==> config.mk <==
export PLATFORM = sky130hd
export DESIGN_NAME = npuarc_to_ctrl
export DESIGN_NICKNAME = d
export VERILOG_FILES = /design/src/rtl/npuarc_to_pkg.sv /design/src/rtl/npuarc_to_ost_cnt.sv /design/src/rtl/npuarc_to_ctrl.sv
export SDC_FILE = /design/constraint.sdc
export NUM_CORES = 1
export LEC_CHECK = 0
export ABC_AREA = 1
export CAP_MARGIN = 0
export CELL_PAD_IN_SITES_DETAIL_PLACEMENT = 1
export CELL_PAD_IN_SITES_GLOBAL_PLACEMENT = 2
export CORE_ASPECT_RATIO = 1.75
export CORE_MARGIN = 2
export CORE_UTILIZATION = 30
export DETAILED_ROUTE_END_ITERATION = 6
export GPL_TIMING_DRIVEN = 0
export PLACE_DENSITY = 0.89
export SKIP_LAST_GASP = 1
export SYNTH_ARGS = -nofsm -noshare
export SYNTH_HDL_FRONTEND = slang
export SYNTH_SLANG_ARGS = --single-unit
==> constraint.sdc <==
create_clock -name clk -period 4.1 [get_ports clk]
set_input_delay 1.025 -clock clk [delete_from_list [all_inputs] [get_ports clk]]
set_output_delay 1.025 -clock clk [all_outputs]
set_load 0.1 [all_outputs]
==> src/rtl/npuarc_to_pkg.sv <==
// Shared constants and state encoding for the npuarc timeout-monitor initiator controller.
package npuarc_to_pkg;

  localparam int OST_WIDTH_DEF     = 4;
  localparam int ERR_CNT_WIDTH_DEF = 8;

  typedef logic [2:0] state_t;

  localparam state_t ST_IDLE  = 3'd0;
  localparam state_t ST_ARMED = 3'd1;
  localparam state_t ST_END   = 3'd2;
  localparam state_t ST_ABORT = 3'd3;
  localparam state_t ST_CLEAR = 3'd4;

endpackage

==> src/rtl/npuarc_to_ost_cnt.sv <==
// Outstanding-request counter: one increment and two decrement sources, floored at zero.
module npuarc_to_ost_cnt
  import npuarc_to_pkg::*;
#(
  parameter int WIDTH = OST_WIDTH_DEF
) (
  input  logic             clk,
  input  logic             rst_a,
  input  logic             clk_en,
  input  logic             inc,
  input  logic             dec_a,
  input  logic             dec_b,
  output logic [WIDTH-1:0] cnt,
  output logic [WIDTH-1:0] cnt_nxt,
  output logic             full
);

  logic [WIDTH+1:0] sum;

  // Two guard bits: the top one flags a negative result, the next an overflow.
  always_comb begin
    sum = {2'b00, cnt}
        + {{(WIDTH+1){1'b0}}, inc}
        - {{(WIDTH+1){1'b0}}, dec_a}
        - {{(WIDTH+1){1'b0}}, dec_b};
    if (sum[WIDTH+1])
      cnt_nxt = '0;
    else if (sum[WIDTH])
      cnt_nxt = '1;
    else
      cnt_nxt = sum[WIDTH-1:0];
  end

  always_ff @(posedge clk or posedge rst_a) begin
    if (rst_a)
      cnt <= '0;
    else if (clk_en)
      cnt <= cnt_nxt;
  end

  assign full = &cnt;

endmodule

==> src/rtl/npuarc_to_ctrl.sv <==
// Initiator-side controller for the npuarc timeout monitor: drives to_start/to_end from
// outstanding requests and, on timeout, returns one error response per pending request.
module npuarc_to_ctrl
  import npuarc_to_pkg::*;
#(
  parameter int OST_WIDTH       = OST_WIDTH_DEF,
  parameter bit RST_ON_PROGRESS = 1'b1,
  parameter int ERR_CNT_WIDTH   = ERR_CNT_WIDTH_DEF
) (
  input  logic                     clk,
  input  logic                     rst_a,
  input  logic                     clk_en,
  input  logic                     req_valid,
  output logic                     req_ready,
  input  logic                     rsp_valid,
  output logic                     err_rsp_valid,
  input  logic                     err_rsp_ready,
  input  logic                     to_flag,
  output logic                     to_start,
  output logic                     to_end,
  output logic                     to_irq,
  input  logic                     irq_clr,
  output logic [OST_WIDTH-1:0]     ost_cnt,
  output logic [ERR_CNT_WIDTH-1:0] to_err_cnt
);

  state_t               state;
  state_t               state_nxt;
  logic                 full;
  logic                 acc;
  logic                 rsp;
  logic                 eh;
  logic                 abort_entry;
  logic [OST_WIDTH-1:0] ost_nxt;

  assign req_ready = ((state == ST_IDLE) || (state == ST_ARMED)) && !full;
  assign acc       = req_valid & req_ready & clk_en;
  assign rsp       = rsp_valid & clk_en;
  assign eh        = err_rsp_valid & err_rsp_ready & clk_en;

  npuarc_to_ost_cnt #(
    .WIDTH (OST_WIDTH)
  ) u_ost_cnt (
    .clk     (clk),
    .rst_a   (rst_a),
    .clk_en  (clk_en),
    .inc     (acc),
    .dec_a   (rsp),
    .dec_b   (eh),
    .cnt     (ost_cnt),
    .cnt_nxt (ost_nxt),
    .full    (full)
  );

  always_comb begin
    state_nxt = state;
    if (clk_en) begin
      case (state)
        ST_IDLE:
          if (ost_nxt != '0) state_nxt = ST_ARMED;
        ST_ARMED:
          if (to_flag)                     state_nxt = ST_ABORT;
          else if (ost_nxt == '0)          state_nxt = ST_END;
          else if (rsp && RST_ON_PROGRESS) state_nxt = ST_END;
        ST_END:
          if (to_flag)            state_nxt = ST_ABORT;
          else if (ost_nxt != '0) state_nxt = ST_ARMED;
          else                    state_nxt = ST_IDLE;
        ST_ABORT:
          if (ost_nxt == '0) state_nxt = ST_CLEAR;
        ST_CLEAR:
          if (!to_flag) state_nxt = ST_IDLE;
        default:
          state_nxt = ST_IDLE;
      endcase
    end
  end

  assign abort_entry = clk_en && (state != ST_ABORT) && (state_nxt == ST_ABORT);

  // Monitor levels are registered from the next state so they never glitch or overlap.
  always_ff @(posedge clk or posedge rst_a) begin
    if (rst_a) begin
      state         <= ST_IDLE;
      to_start      <= 1'b0;
      to_end        <= 1'b0;
      err_rsp_valid <= 1'b0;
    end else if (clk_en) begin
      state         <= state_nxt;
      to_start      <= (state_nxt == ST_ARMED) || (state_nxt == ST_ABORT);
      to_end        <= (state_nxt == ST_END) || (state_nxt == ST_CLEAR);
      err_rsp_valid <= (state_nxt == ST_ABORT) && (ost_nxt != '0);
    end
  end

  // A fresh abort outranks a coincident irq_clr so no timeout event is lost.
  always_ff @(posedge clk or posedge rst_a) begin
    if (rst_a) begin
      to_irq     <= 1'b0;
      to_err_cnt <= '0;
    end else if (clk_en) begin
      if (abort_entry)
        to_irq <= 1'b1;
      else if (irq_clr)
        to_irq <= 1'b0;
      if (abort_entry && (to_err_cnt != '1))
        to_err_cnt <= to_err_cnt + ERR_CNT_WIDTH'(1);
    end
  end

endmodule
-- Word level (Yosys, flattened, before mapping)
Cells that the tools add are included.
- input port bits: 8
- flip-flop bits (word level): 19
- word-level logic and storage cells: 56
- output and inout port bits: 17
- eq/ne operators: 10
- reduce and logical (&&, ||, !) cells: 16
- bitwise gates (word level): 5
- mux-type cells: 14
- add/subtract/negate cells: 4
- operators with widths (kind ; number):
    3-bit two-way mux ; 7
    3-bit case mux with 5 select lines ; 1
    3-bit by 2-bit == test with 1-bit output (second input constant) ; 4
    6-bit by 1-bit subtractor with 6-bit output ; 2
    8-bit by 1-bit adder with 8-bit output (second input constant) ; 1
    4-bit two-way mux ; 2
    8-bit inequality test (second input constant) ; 1
    3-bit by 1-bit == test with 1-bit output (second input constant) ; 2
    3-bit == test (second input constant) ; 2
    4-bit by 1-bit adder with 5-bit output ; 1
    1-bit bitwise AND ; 5
    1-bit logical AND ; 5
    4-bit zero test ; 1
    2-bit AND reduction ; 2
    4-bit AND reduction ; 1
    4-bit nonzero test ; 1
    3-bit zero test ; 1
    1-bit logical OR ; 3
    1-bit two-way mux ; 3
    3-bit by 2-bit inequality test with 1-bit output (second input constant) ; 1
    2-bit two-way mux ; 1
    2-bit nonzero test ; 1
    1-bit zero test ; 1

-- Depth between registers and ports, before layout
Gate-level depths: netlist of run 1.
- depth in word-level cells: 19
- depth in mapped cells: 27
- depth with buffers taken out: 27

-- Modules after synthesis
Synthesis of run 1 repeated with hierarchy kept, for this count alone.
- cell total of the unflattened synthesis: 194
- area total of the unflattened synthesis: 1468.9 um^2
- modules (own cells, without submodules) (module ; times used ; sequential area each (um^2) ; cells an instance ; area an instance (um^2)):
    npuarc_to_ctrl ; 1 ; 375.4 ; 130 ; 1014.7
    npuarc_to_ost_cnt ; 1 ; 100.1 ; 64 ; 454.2

-- Worst setup path after synthesis of run 1
No wires, ideal clock.
- kind: register -> register
- from: register u_ost_cnt.cnt[3]
- to: register to_err_cnt[0]
- buffers on the path: 0
- arrival time: 5.513 ns
- data required time: 3.979 ns
- setup time: 0.121 ns
- setup slack: -1.534 ns
- clock period less this slack: 5.634 ns
- stages on the path, launching flop included: 23
- cells stage by stage: dfrtp_1 inv_1 nor3_1 nor3_1 nand2_1 nor2_1 ha_1 fa_1 inv_1 ha_1 inv_1 o211ai_1 nand3_1 o21bai_2 nand2_2 nand2_1 nand2_1 nand2_1 nand2_2 nand2_4 nand4_4 o21bai_1 nand2_1
- longest elaborated chain between the ends: 19
- elaborated cells between the ends (all ways): 24
- classes of those cells: add/sub: 3; eq/ne: 1; mux: 10; bitwise: 2; reduce/logical: 8
- ends and longest elaborated chain (what ; line ; source):
    from (decl) ; npuarc_to_ost_cnt.sv:13 ; output logic [WIDTH-1:0] cnt,
    from (signal assigned) ; npuarc_to_ost_cnt.sv:38 ; cnt <= cnt_nxt;
    4-bit AND reduction * ; npuarc_to_ost_cnt.sv:41 ; assign full = &cnt;
    1-bit zero test * ; npuarc_to_ctrl.sv:36 ; assign req_ready = ((state == ST_IDLE) || (state == ST_ARMED)) && !full;
    1-bit logical AND * ; npuarc_to_ctrl.sv:36 ;
    via req_ready ; npuarc_to_ctrl.sv:14 ; output logic req_ready,
    1-bit bitwise AND * (2 in a row) ; npuarc_to_ctrl.sv:37 ; assign acc = req_valid & req_ready & clk_en;
    4-bit by 1-bit adder with 5-bit output * ; npuarc_to_ost_cnt.sv:23 ; + {{(WIDTH+1){1'b0}}, inc}
    6-bit by 1-bit subtractor with 6-bit output * ; npuarc_to_ost_cnt.sv:24 ; - {{(WIDTH+1){1'b0}}, dec_a}
    6-bit by 1-bit subtractor with 6-bit output * ; npuarc_to_ost_cnt.sv:25 ; - {{(WIDTH+1){1'b0}}, dec_b};
    (+3 left out) ; n/a ;
    1-bit two-way mux / 3-bit two-way mux (equally long branches) ; npuarc_to_ctrl.sv:67, npuarc_to_ctrl.sv:63 ;
    2-bit two-way mux / 3-bit two-way mux (equally long branches) ; npuarc_to_ctrl.sv:66, npuarc_to_ctrl.sv:62 ;
    3-bit case mux with 5 select lines * ; npuarc_to_ctrl.sv:58 ; case (state)
    3-bit two-way mux * ; npuarc_to_ctrl.sv:57 ; if (clk_en) begin
    3-bit by 2-bit == test with 1-bit output * ; npuarc_to_ctrl.sv:79 ; assign abort_entry = clk_en && (state != ST_ABORT) && (state_nxt == ST_ABORT);
    1-bit logical AND * ; npuarc_to_ctrl.sv:79 ;
    1-bit logical AND * ; npuarc_to_ctrl.sv:106 ; if (abort_entry && (to_err_cnt != '1))
    2-bit AND reduction (no source line) * ; n/a ;
    to (signal assigned) ; npuarc_to_ctrl.sv:107 ; to_err_cnt <= to_err_cnt + ERR_CNT_WIDTH'(1);
    to (decl) ; npuarc_to_ctrl.sv:24 ; output logic [ERR_CNT_WIDTH-1:0] to_err_cnt
The timed path passes the listed nets; every way through them passes the cells marked *.
A chain may end at the register's enable or synchronous reset.

-- Worst setup path in the final report of run 1
- from: input port clk_en
- to: register to_err_cnt[7]
- longest elaborated chain between the ends: 15
- elaborated cells between the ends (all ways): 24
- classes of those cells: add/sub: 3; eq/ne: 1; mux: 11; bitwise: 3; reduce/logical: 6
- ends and longest elaborated chain (what ; line ; source):
    from (decl) ; npuarc_to_ctrl.sv:12 ; input logic clk_en,
    1-bit bitwise AND ; npuarc_to_ctrl.sv:37 ;
    4-bit by 1-bit adder with 5-bit output ; npuarc_to_ost_cnt.sv:23 ;
    6-bit by 1-bit subtractor with 6-bit output ; npuarc_to_ost_cnt.sv:24 ;
    6-bit by 1-bit subtractor with 6-bit output ; npuarc_to_ost_cnt.sv:25 ;
    4-bit two-way mux ; npuarc_to_ost_cnt.sv:28 ; else if (sum[WIDTH])
    4-bit two-way mux ; npuarc_to_ost_cnt.sv:26 ; if (sum[WIDTH+1])
    4-bit nonzero test / 4-bit zero test (equally long branches) ; n/a ;
    1-bit two-way mux / 3-bit two-way mux (equally long branches) ; npuarc_to_ctrl.sv:67, npuarc_to_ctrl.sv:63 ;
    2-bit two-way mux / 3-bit two-way mux (equally long branches) ; npuarc_to_ctrl.sv:66, npuarc_to_ctrl.sv:62 ;
    3-bit case mux with 5 select lines ; npuarc_to_ctrl.sv:58 ;
    3-bit two-way mux ; npuarc_to_ctrl.sv:57 ;
    3-bit by 2-bit == test with 1-bit output ; npuarc_to_ctrl.sv:79 ;
    1-bit logical AND ; npuarc_to_ctrl.sv:79 ;
    1-bit logical AND ; npuarc_to_ctrl.sv:106 ;
    2-bit AND reduction (no source line) * ; n/a ;
Every way passes the cells marked *; elsewhere a longest branch is shown, timed or not.

==> summary.txt, run 1 <==
Logic synthesis
  – Average size of a mapped cell: 7.554 µm²
  – Post-Synth Simple-Gate Area: 0.3660
  – Post-Syn Area: 0.001405 mm²
  – Commonest cells post-synth: 43 x nand2_1, 28 x inv_1, 22 x nand3_1, 19 x dfrtp_1, 11 x nand2_2
  – Mapped Cells: between 150 and 200
  – Largest family of logic cells by synthesized area: simple AND/OR/NAND/NOR gates
  – Synth Area in Compound Gates: 0.1060
  – Post-synth top area share: 0.3384
  – Top_reg_cell synth: dfrtp_1
  – Synthesized flop and latch total: 19
  – Adder-cell share of the synthesized area: 0.04987
  – Unique masters post-synth: 29
  – Top cells by area, synth: dfrtp_1 34%, nand2_1 11%, nand3_1 7.8%
  – Area leader, netlist: dfrtp_1
  – Ys async rst share: 1.000
  – Mux contribution to synthesized area: 0
  – Post-synth EDFFs: 0
  – Syn nets: 199
  – Yosys Warn Count: 0
  – Most frequent cell after synthesis: nand2_1
  – Post-synthesis sequential area ratio: 0.3384
  – Post-Synth XOR/XNOR Area: 0.04363

Worst setup path
  – Critical path's largest stage delay: 0.39 ns
  – Startpoint class of the critical path: input pin
  – RR Endpoint: to_err_cnt[7]$_DFFE_PP0P_
  – Cell mode on critical path: nand2_1
  – WP data arrival: just under 4 ns
  – Crit-path max FO: 9
  – CP Buf/Inv Count: 4
  – Worst R2R Path Depth: 23
  – Max stage delay cell, worst path: fa_2
  – Crit path cell chain: buf_6 -> inv_1 -> nor2_1 -> ha_1 -> fa_2 -> inv_2 -> ha_4 -> inv_2 -> o211ai_1 -> nand3_1 -> a21oi_2 -> nand2_2 -> nand2_1 -> nand2_1 -> nand2_1 -> nand2_2 -> nand2_4 -> nand3_4 -> nor2_8 -> nand3_1 -> nand2_1
  – Critical Path End Type: register
  – Critical path required time: 4.30 ns
  – FF-to-FF Start: u_ost_cnt.cnt[3]$_DFFE_PP0P_
  – R2R setup slack: about 0.38 ns
  – Type of the worst setup path: input pin to register
  – Delay-heaviest family, CP: simple AND/OR/NAND/NOR gates

STA
  – RSZ-0062 raised after global routing: no
  – Final count of negative-setup-slack endpoints: 0
  – Slew Limit Fails: 0
  – Final min period: 3.773 ns
  – Highest clock rate: around 270 MHz
  – Slew HR: 0.3433
  – Final worst-path setup slack: approximately 0.33 ns
  – Final Cycle Share: 0.9203
  – Worst slew pin tran: slightly below 1 ns
  – Endpoints failing hold: 0
  – Final worst clock skew: ~0.0051 ns
  – Setup TNS: 0 ns

GRT
  – Grt total ovfl: 0
  – Initial antenna violation count: 0
  – Largest net degree at the start of global routing: 20
  – Vias in the first global route: 1371
  – Global Route Usage Sum: 0.1494
  – First-pass GRT wire length: 6.203 mm

Floorplan
  – Initial Utilization: 0.3066
  – Full die area: between 0.005 and 0.006 mm²
  – Ports: 25
  – Std cell rows: 33
  – CORE AREA: roughly 0.0046 mm²
  – Die H: 94.54 µm
  – DIE WIDTH: around 56 µm

Drt
  – DRC viols: 0
  – Total wire length: approximately 3.8 mm
  – Metal-1 WL: ~1.5 mm
  – Post-route ant nets: 0
  – Wire length on met3: 106 µm
  – Initial DRC Count: 14
  – Initial DRT Pass Iterations: 3
  – Highest metal used: met4
  – Vias post-DR: 1318
  – Routed wire length on met2: roughly 2.1 mm
  – Routed length per placed instance: approximately 14 µm
  – Vias per inst: approximately 4.9

Final layout
  – Fillers: between 500 and 600
  – P&R area growth vs syn: 31.26%
  – Area of the multi-input gates: 849.6 µm²
  – Number of diodes: 0
  – Final #Nets: ~230
  – Register area: between 400 and 500 µm²
  – Layout cell share with drive strength beyond 1: 0.2018

Clock tree
  – Htree depth: 1
  – Maximum buffer depth of the clock tree: 2
  – Clk_lat worst skew: 0.26 ns
  – CTS tree: built
  – Root Driver: clkbuf_8
  – Clock Pin Slew Worst Setup and Hold Paths: around 0.080 ns
  – CTS Hold Bufs: 0
  – Sink Count: 19
  – TritonCTS buffer count: 3

Placement
  – DP Worst Slack: -0.1844 ns
  – Port bufs: 23
  – Gpl congestion: roughly 0.80
  – Post-DP HPWL: between 2 and 3 mm

Min path
  – Hold WC Path Type: register to register
  – Hold depth: 2
  – Min-Delay Endpoint: to_end$_DFFE_PP0P_
  – Hold_sp: to_end$_DFFE_PP0P_

Flow run
  – Max Cap Viol: 0

Outcome
  – Status: finished clean
logic make-up (layout without fill, tap and decap cells):
kind of cell	count (synthesis)	after routing
adder cells (fa/ha/maj)	5	5
buffers and inverters	34	65
AO/OA/AOI/OAI	21	21
flip-flops	19	19
AND/OR/NAND/NOR	100	101
XOR/XNOR	7	7
registers in the layout (all words and copies together), names as in the netlist:
| signal | cells |
|---|---|
| to_irq | 1 |
| u_ost_cnt.cnt | 4 |
| state | 3 |
| to_end | 1 |
| err_rsp_valid | 1 |
| to_err_cnt | 8 |
| to_start | 1 |
area by class of cell:
type | instances | share of cell area
clock inverter | 1 | 0.004071
multi-input combinational | 134 | 0.4607
inverter | 32 | 0.06513
buffer | 2 | 0.008141
sequential | 19 | 0.2619
clock buffer | 3 | 0.02239
tap | 52 | 0.03528
timing repair buffer | 27 | 0.1425
per-stage QoR:
| stage | utilization | cells | hold slack [ns] | instance area, µm² |
|---|---|---|---|---|
| 2_1_floorplan | - | 186 | 0.6461 | 1424 |
| 3_3_place_gp | 0.3751 | 261 | 0.4646 | 1719 |
| 3_5_place_dp | 0.3751 | 261 | 0.4684 | 1719 |
| 4_1_cts | 0.3857 | 265 | 0.4879 | 1768 |
| 5_1_grt | 0.4024 | 270 | 0.5020 | 1844 |
| 6_report | 0.4024 | 270 | 0.4842 | 1844 |
layer usage:
| layer | track usage | vias up |
|---|---|---|
| met2 | 0.2877 | 22 |
| met1 | 0.1610 | 627 |
| met3 | 0.01644 | 6 |
| li1 | - | 663 |
| met5 | 0 | - |
| met4 | 0.06504 | 0 |
how the worst max path moves through the flow:
stage                            startpoint                        end  slack, ns  depth (start not counted)
2_1_floorplan  u_ost_cnt.cnt[3]$_DFFE_PP0P_  to_err_cnt[0]$_DFFE_PP0P_       0.03                         22
4_1_cts                           req_valid  to_err_cnt[0]$_DFFE_PP0P_       0.09                         20
5_1_grt        u_ost_cnt.cnt[3]$_DFFE_PP0P_  to_err_cnt[6]$_DFFE_PP0P_       0.08                         22
6_report                             clk_en  to_err_cnt[7]$_DFFE_PP0P_       0.33                         21
3_3_place_gp                      req_valid  to_err_cnt[1]$_DFFE_PP0P_      -0.17                         20
3_5_place_dp                      req_valid  to_err_cnt[4]$_DFFE_PP0P_      -0.18                         20
cells in the final DEF (no fill, tap or decap), drive strengths merged, types with 3 or more instances in the layout:
| cell | netlist | final |
|---|---|---|
| xor2 | 7 | 7 |
| nand2 | 55 | 55 |
| a21oi | 3 | 3 |
| ha | 4 | 4 |
| clkdlybuf4s50 | 0 | 22 |
| dfrtp | 19 | 19 |
| o21bai | 9 | 9 |
| o21ai | 8 | 8 |
| nand3 | 23 | 23 |
| nor3 | 7 | 7 |
| nor2 | 9 | 9 |
| inv | 31 | 31 |
| buf | 1 | 5 |
| nand4 | 5 | 6 |
| clkbuf | 1 | 4 |
tightest hold or removal path, stage by stage, from the launching register on:
cell     delay, ns
dfrtp_1       0.35
nand2_1       0.05
nand2_1       0.05
timing repair:
item | in CTS | in global routing
setup buffers | 0 | 4
resized for setup | 0 | 8
endpoints found under the setup margin | 0 | 9
Power of run 1 is left out: the tool's default activity adds up to more than one toggle a clock period on the data nets, which glitch-free logic cannot reach.
==> inputs of run 2 (changes only) <==
--- a/config.mk
+++ b/config.mk
@@ -9,9 +9,10 @@
 export CAP_MARGIN = 0
 export CELL_PAD_IN_SITES_DETAIL_PLACEMENT = 1
 export CELL_PAD_IN_SITES_GLOBAL_PLACEMENT = 2
-export CORE_ASPECT_RATIO = 1.75
+export CORE_ASPECT_RATIO = 0.75
 export CORE_MARGIN = 2
 export CORE_UTILIZATION = 30
+export CTS_CLUSTER_SIZE = 40
 export DETAILED_ROUTE_END_ITERATION = 6
 export GPL_TIMING_DRIVEN = 0
 export PLACE_DENSITY = 0.89
==> summary.txt, run 2 (synthesis gave the netlist of run 1 again) <==
Outcome
  – Status: finished clean

STA
  – Final worst-path setup slack: 0.1586 ns (-0.1683 ns)
  – Final Cycle Share: 0.9613 (+0.04106)
  – Final count of negative-setup-slack endpoints: 0 (unchanged)
  – Highest clock rate: 253.7 MHz (-4.3%)
  – Final worst clock skew: 0.002115 ns (-0.002956 ns)
  – Endpoints failing hold: 0 (unchanged)
  – Setup TNS: 0 ns (unchanged)
  – Slew Limit Fails: 0 (unchanged)
  – Slew HR: 0.3401 (-0.003137)
  – Worst slew pin tran: 0.9867 ns (+0.004690 ns)
  – Final min period: 3.941 ns (+0.1683 ns)

Final layout
  – Most frequent cells in the layout: 43 x nand2_1, 26 x inv_1, 22 x nand3_1, 22 x clkdlybuf4s50_1, 15 x dfrtp_1
  – Largest register FFs: 8 (unchanged)
  – Fillers: 572 (unchanged)
  – Layout cell share with drive strength beyond 1: 0.2081 (+0.006310)
  – Final #Nets: 235 (+1.3%)
  – Number of diodes: 0 (unchanged)
  – P&R area growth vs syn: 32.50%
  – Largest regs: to_err_cnt x8, u_ost_cnt.cnt x4, state x3
  – Post-route cell area: 0.001862 mm² (+0.95%)
  – Commonest non-fill, non-tap cell in the layout: nand2_1
  – Top reg by flops: to_err_cnt

GRT
  – Initial antenna violation count: 0 (unchanged)
  – Vias in the first global route: 1302 (-5.0%)
  – First-pass GRT wire length: 6.161 mm (-0.68%)
  – Largest net degree at the start of global routing: 20 (unchanged)
  – Global Route Usage Sum: 0.1423 (-0.007075)
  – Grt total ovfl: 0 (unchanged)

Floorplan
  – Die H: 63.27 µm (-33%)
  – DIE WIDTH: 83.03 µm (+49%)
  – Initial Utilization: 0.3127 (+0.006147)
  – Ports: 25 (unchanged)
  – Std cell rows: 21 (-36%)
  – CORE AREA: 0.004493 mm² (-2.0%)
  – Full die area: 0.005253 mm² (-0.30%)

Drt
  – Vias per inst: 4.586 (-6.0%)
  – Initial DRT Pass Iterations: 4 (+1)
  – DRC viols: 0 (unchanged)
  – Total wire length: 3.675 mm (-3.0%)
  – Routed length per placed instance: 13.22 µm (-5.8%)
  – Initial DRC Count: 79 (+65)
  – Vias post-DR: 1275 (-3.3%)
  – Post-route ant nets: 0 (unchanged)

Worst setup path
  – WP data arrival: 4.09 ns (+0.11 ns)
  – Crit path cell chain: buf_6 -> inv_1 -> nor2_1 -> ha_1 -> fa_2 -> inv_2 -> ha_4 -> inv_4 -> o211ai_1 -> nand3_1 -> a21oi_2 -> nand2_2 -> nand2_1 -> nand2_1 -> nand2_1 -> nand2_2 -> nand2_4 -> nand4_4 -> buf_6 -> o21bai_1 -> nand2_1
  – Max stage delay cell, worst path: fa_2
  – Critical path required time: 4.25 ns (-0.05 ns)
  – Delay-heaviest family, CP: simple AND/OR/NAND/NOR gates
  – Critical path's largest stage delay: 0.39 ns (about the same)
  – Crit-path max FO: 9 (unchanged)
  – Cell mode on critical path: nand2_1
  – CP Buf/Inv Count: 5 (+1)
  – Type of the worst setup path: input pin to register
  – Startpoint class of the critical path: input pin
  – Critical Path End Type: register

Flow run
  – Max Cap Viol: 0 (unchanged)

Placement
  – Gpl congestion: 0.7863 (-2.2%)
  – Port bufs: 23 (unchanged)
  – DP Worst Slack: -0.1199 ns (+0.06444 ns)
  – Area after DPL: 0.001725 mm² (+0.36%)
  – Post-DP HPWL: 2.727 mm (-8.3%)

Clock tree
  – Maximum buffer depth of the clock tree: 2 (unchanged)
  – TritonCTS buffer count: 3 (unchanged)
  – Htree depth: 1 (unchanged)
  – Clock Pin Slew Worst Setup and Hold Paths: 0.07 ns (about the same)
  – Clk_lat worst skew: 0.26 ns (about the same)
  – CTS tree: built
  – Root Driver: clkbuf_8
  – Sink Count: 19 (unchanged)

Min path
  – Hold WC Path Type: register to register
==> run 2: path summary, 6_finish.rpt <==
kind                            slack (ns)                            to                    startpoint  cells past startpoint
worst max register to register        0.20     to_err_cnt[2]$_DFFE_PP0P_  u_ost_cnt.cnt[3]$_DFFE_PP0P_                     23
min in group asynchronous             1.19     to_err_cnt[6]$_DFFE_PP0P_                         rst_a                      2
worst max-delay path                  0.16     to_err_cnt[2]$_DFFE_PP0P_                        clk_en                     21
max in group asynchronous             2.39  u_ost_cnt.cnt[3]$_DFFE_PP0P_                         rst_a                      2
worst min register to register        0.50            to_irq$_DFFE_PP0P_            to_irq$_DFFE_PP0P_                      2
worst min-delay path                  0.50            to_irq$_DFFE_PP0P_            to_irq$_DFFE_PP0P_                      2
==> run 2: timing repair <==
item / in CTS / in global routing
resized for setup: 0 / 11
endpoints found under the setup margin: 0 / 8
buffers inserted: 0 / 8
hold endpoints to repair: 0 / 0
hold buffers: 0 / 0
==> run 2: area by class of cell <==
type / count / area, µm² / share of cell area
plain buffers: 2 / 15.01 / 0.008064
repair buffers: 31 / 296.5 / 0.1593
inverters: 32 / 122.6 / 0.06586
flip-flops and latches: 19 / 483.0 / 0.2594
clock buffers: 4 / 45.04 / 0.02419
multi-input cells: 133 / 828.3 / 0.4449
well taps: 57 / 71.32 / 0.03831
==> run 2: per-stage QoR <==
step	cells	hold slack (ns)	util
global placement	266	0.4701	0.3840
detailed placement	266	0.4787	0.3840
global route	278	0.5512	0.4144
finish	278	0.4991	0.4144
CTS	270	0.4984	0.3940
floorplan	186	0.6461	-
==> run 2: routing by layer <==
metal / GRT usage / wire length [µm]
met1: 0.2040 / 1924
met2: 0.2218 / 1644
met3: 0.02883 / 78
met4: 0.03074 / 27
met5: 0 / 0
==> run 2: worst reg2reg max path: cells and delay by family, from the launching register on <==
family / cells / cell delay, ns
AO/OA/AOI/OAI: 3 / 0.63
AND/OR/NAND/NOR: 13 / 1.45
adder cells (fa/ha/maj): 3 / 0.85
buffers and inverters: 4 / 0.41
flip-flops: 1 / 0.45
Power of run 2 is left out for the same reason.
==> RTL change, RTL diff (flow settings as in run 2) <==
Make the reset (`rst_a`) synchronous in 3 clocked blocks.
--- a/src/rtl/npuarc_to_ost_cnt.sv
+++ b/src/rtl/npuarc_to_ost_cnt.sv
@@ -33,3 +33,3 @@
 
-  always_ff @(posedge clk or posedge rst_a) begin
+  always_ff @(posedge clk) begin
     if (rst_a)
--- a/src/rtl/npuarc_to_ctrl.sv
+++ b/src/rtl/npuarc_to_ctrl.sv
@@ -81,3 +81,3 @@
   // Monitor levels are registered from the next state so they never glitch or overlap.
-  always_ff @(posedge clk or posedge rst_a) begin
+  always_ff @(posedge clk) begin
     if (rst_a) begin
@@ -96,3 +96,3 @@
   // A fresh abort outranks a coincident irq_clr so no timeout event is lost.
-  always_ff @(posedge clk or posedge rst_a) begin
+  always_ff @(posedge clk) begin
     if (rst_a) begin
Function: differs if rst_a is asserted again (counterexample within 4 cycles, from zero or initial values and one cycle with rst_a high); with rst_a held inactive, the same outputs for 10 cycles.
==> RTL change against run 2 <==
  * Sequential share of layout area down 3.8 points
  * Final area down 5.8%
  * Wire length down 2.4%
  * Worst setup slack better by 0.25 ns
  * Clock skew about the same
  * Count of clock-buffer cells in the layout down 1
  * Sequential cell count unchanged
  * Area after synthesis down 5.1%
  * Critical path type unchanged
  * Highest routed layer unchanged
Power is left out: it rests on default switching activity, and per cell area and clock period it moved more than threefold.
==> RTL change: results (changes against run 2) <==
[worst_setup_path]
setup.worst_path.end=to_err_cnt[6]$_SDFFE_PP0P_  ; was to_err_cnt[2]$_DFFE_PP0P_
critPathSlowestCell=clkdlybuf4s50_1  ; was fa_2
cp_top_family=simple AND/OR/NAND/NOR gates  ; unchanged
reg2regPathDepth=24  ; was 23
worstPathMaxFanout=7  ; was 9
critPathLaunch=rsp_valid  ; was clk_en
cpPeakStageDelay_ns=0.45  ; was 0.39 ns
worstPathArrival_ns=3.86  ; was 4.09 ns
r2r-start=u_ost_cnt.cnt[3]$_SDFFE_PP0P_  ; was u_ost_cnt.cnt[3]$_DFFE_PP0P_
r2r_setup_slack_ns=0.45  ; was 0.20 ns

[routing]
first_iter_violations=47  ; was 79
vias_per_cell=4.67  ; was 4.59
wl_per_cell_um=13.3  ; was 13.2 µm

[synthesis]
ys_types=34  ; was 29
yosysSeqAreaShare=0.285  ; was 0.338
synth.area.mux_share=0  ; unchanged
synth_seq_cells=19  ; unchanged
synth_compound_area_frac=0.148  ; was 0.106
synth_nets=196  ; was 199
synth_area_leaders=dfxtp_1 (29%), nand2_1 (8.2%), inv_1 (7.0%), a21oi_1 (6.0%), nor2_1 (4.8%)  ; was dfrtp_1 (34%), nand2_1 (11%), nand3_1 (7.8%), inv_1 (7.5%), nand2_2 (4.9%)
synthesis.area_um2=1330  ; was 1410 µm²
synth_xor_xnor_area_share=0.0525  ; was 0.0436
synth_fa_ha_area_frac=0.0525  ; was 0.0499
avgSynthCellArea_um2=7.29  ; was 7.55 µm²
yosys_warnings=0  ; unchanged
synthArstFlopShare=0  ; was 1.00
ys_top_cells_by_count=nand2_1 (29), inv_1 (25), dfxtp_1 (19)  ; was nand2_1 (43), inv_1 (28), nand3_1 (22)

[timing]
timing.hold.ws_ns=0.466  ; was 0.499 ns
max_freq_mhz=271  ; was 254 MHz
drv_slew=0  ; unchanged
skew_ns=0.00244  ; was 0.00212 ns
relSlewSlack=0.342  ; was 0.340

[finish]
n_all_inverters=26  ; was 32
clkCellAreaFrac=0.0264  ; was 0.0242
fin_area_um2=1750  ; was 1860 µm²
buffer_area_frac=0.168  ; was 0.167
seq_area_frac=0.221  ; was 0.259
num-fill-cells=527  ; was 572
fin_nets=229  ; was 235
multi_input_area_share=0.489  ; was 0.445
diodes=0  ; unchanged
drive_gt1_frac=0.219  ; was 0.208
fin_cells=270  ; was 278
multi_input_gates=134  ; was 133
n_all_buffers=32  ; was 33

[run_status]
outcome=finished clean  ; unchanged

[placed_design]
placed_area_um2=1650  ; was 1730 µm²
pre_cts_slack_ns=-0.804  ; was -0.120 ns
io_buffers=23  ; unchanged
hpwl_um=2750  ; was 2730 µm
gp_congestion=0.840  ; was 0.786
dp.cells=261  ; was 266

[hold_path]
min_to=to_irq$_SDFFE_PP0P_  ; was to_irq$_DFFE_PP0P_
hp-start=to_irq$_SDFFE_PP0P_  ; was to_irq$_DFFE_PP0P_

[global_routing]
grt_util_all_layers=0.161  ; was 0.142
grt_max_degree=13  ; was 20
antenna_found_initial=0  ; unchanged
grt_pass1_wl_um=6040  ; was 6160 µm
grt_pass1_vias=1234  ; was 1302

RTL change: changes by cell type after synthesis, moves of 3 or more:
| cell | before | now |
|---|---|---|
| dfrtp_1 | 19 | 0 |
| dfxtp_1 | 0 | 19 |
| a21oi_1 | 1 | 16 |
| nand2_1 | 43 | 29 |
| nand3_1 | 22 | 11 |
| nor2_1 | 7 | 17 |
| o21bai_1 | 8 | 1 |
| o21ai_1 | 0 | 6 |
| nand2_4 | 1 | 5 |
| inv_1 | 28 | 25 |
| nand2_2 | 11 | 8 |
| o21ai_0 | 6 | 3 |
RTL change: timing repair:
item | CTS | global route
gates resized for setup | 4 | 7
setup endpoints to repair | 13 | 9
pin swaps | 2 | 16
buffers inserted | 0 | 6
RTL change: routing by layer:
metal,up-vias,wire [µm],track usage
li1,657,-,-
met1,581,1970,0.239
met2,17,1460,0.240
met3,5,101,0.0231
met4,0,55,0.0581
met5,-,0,0
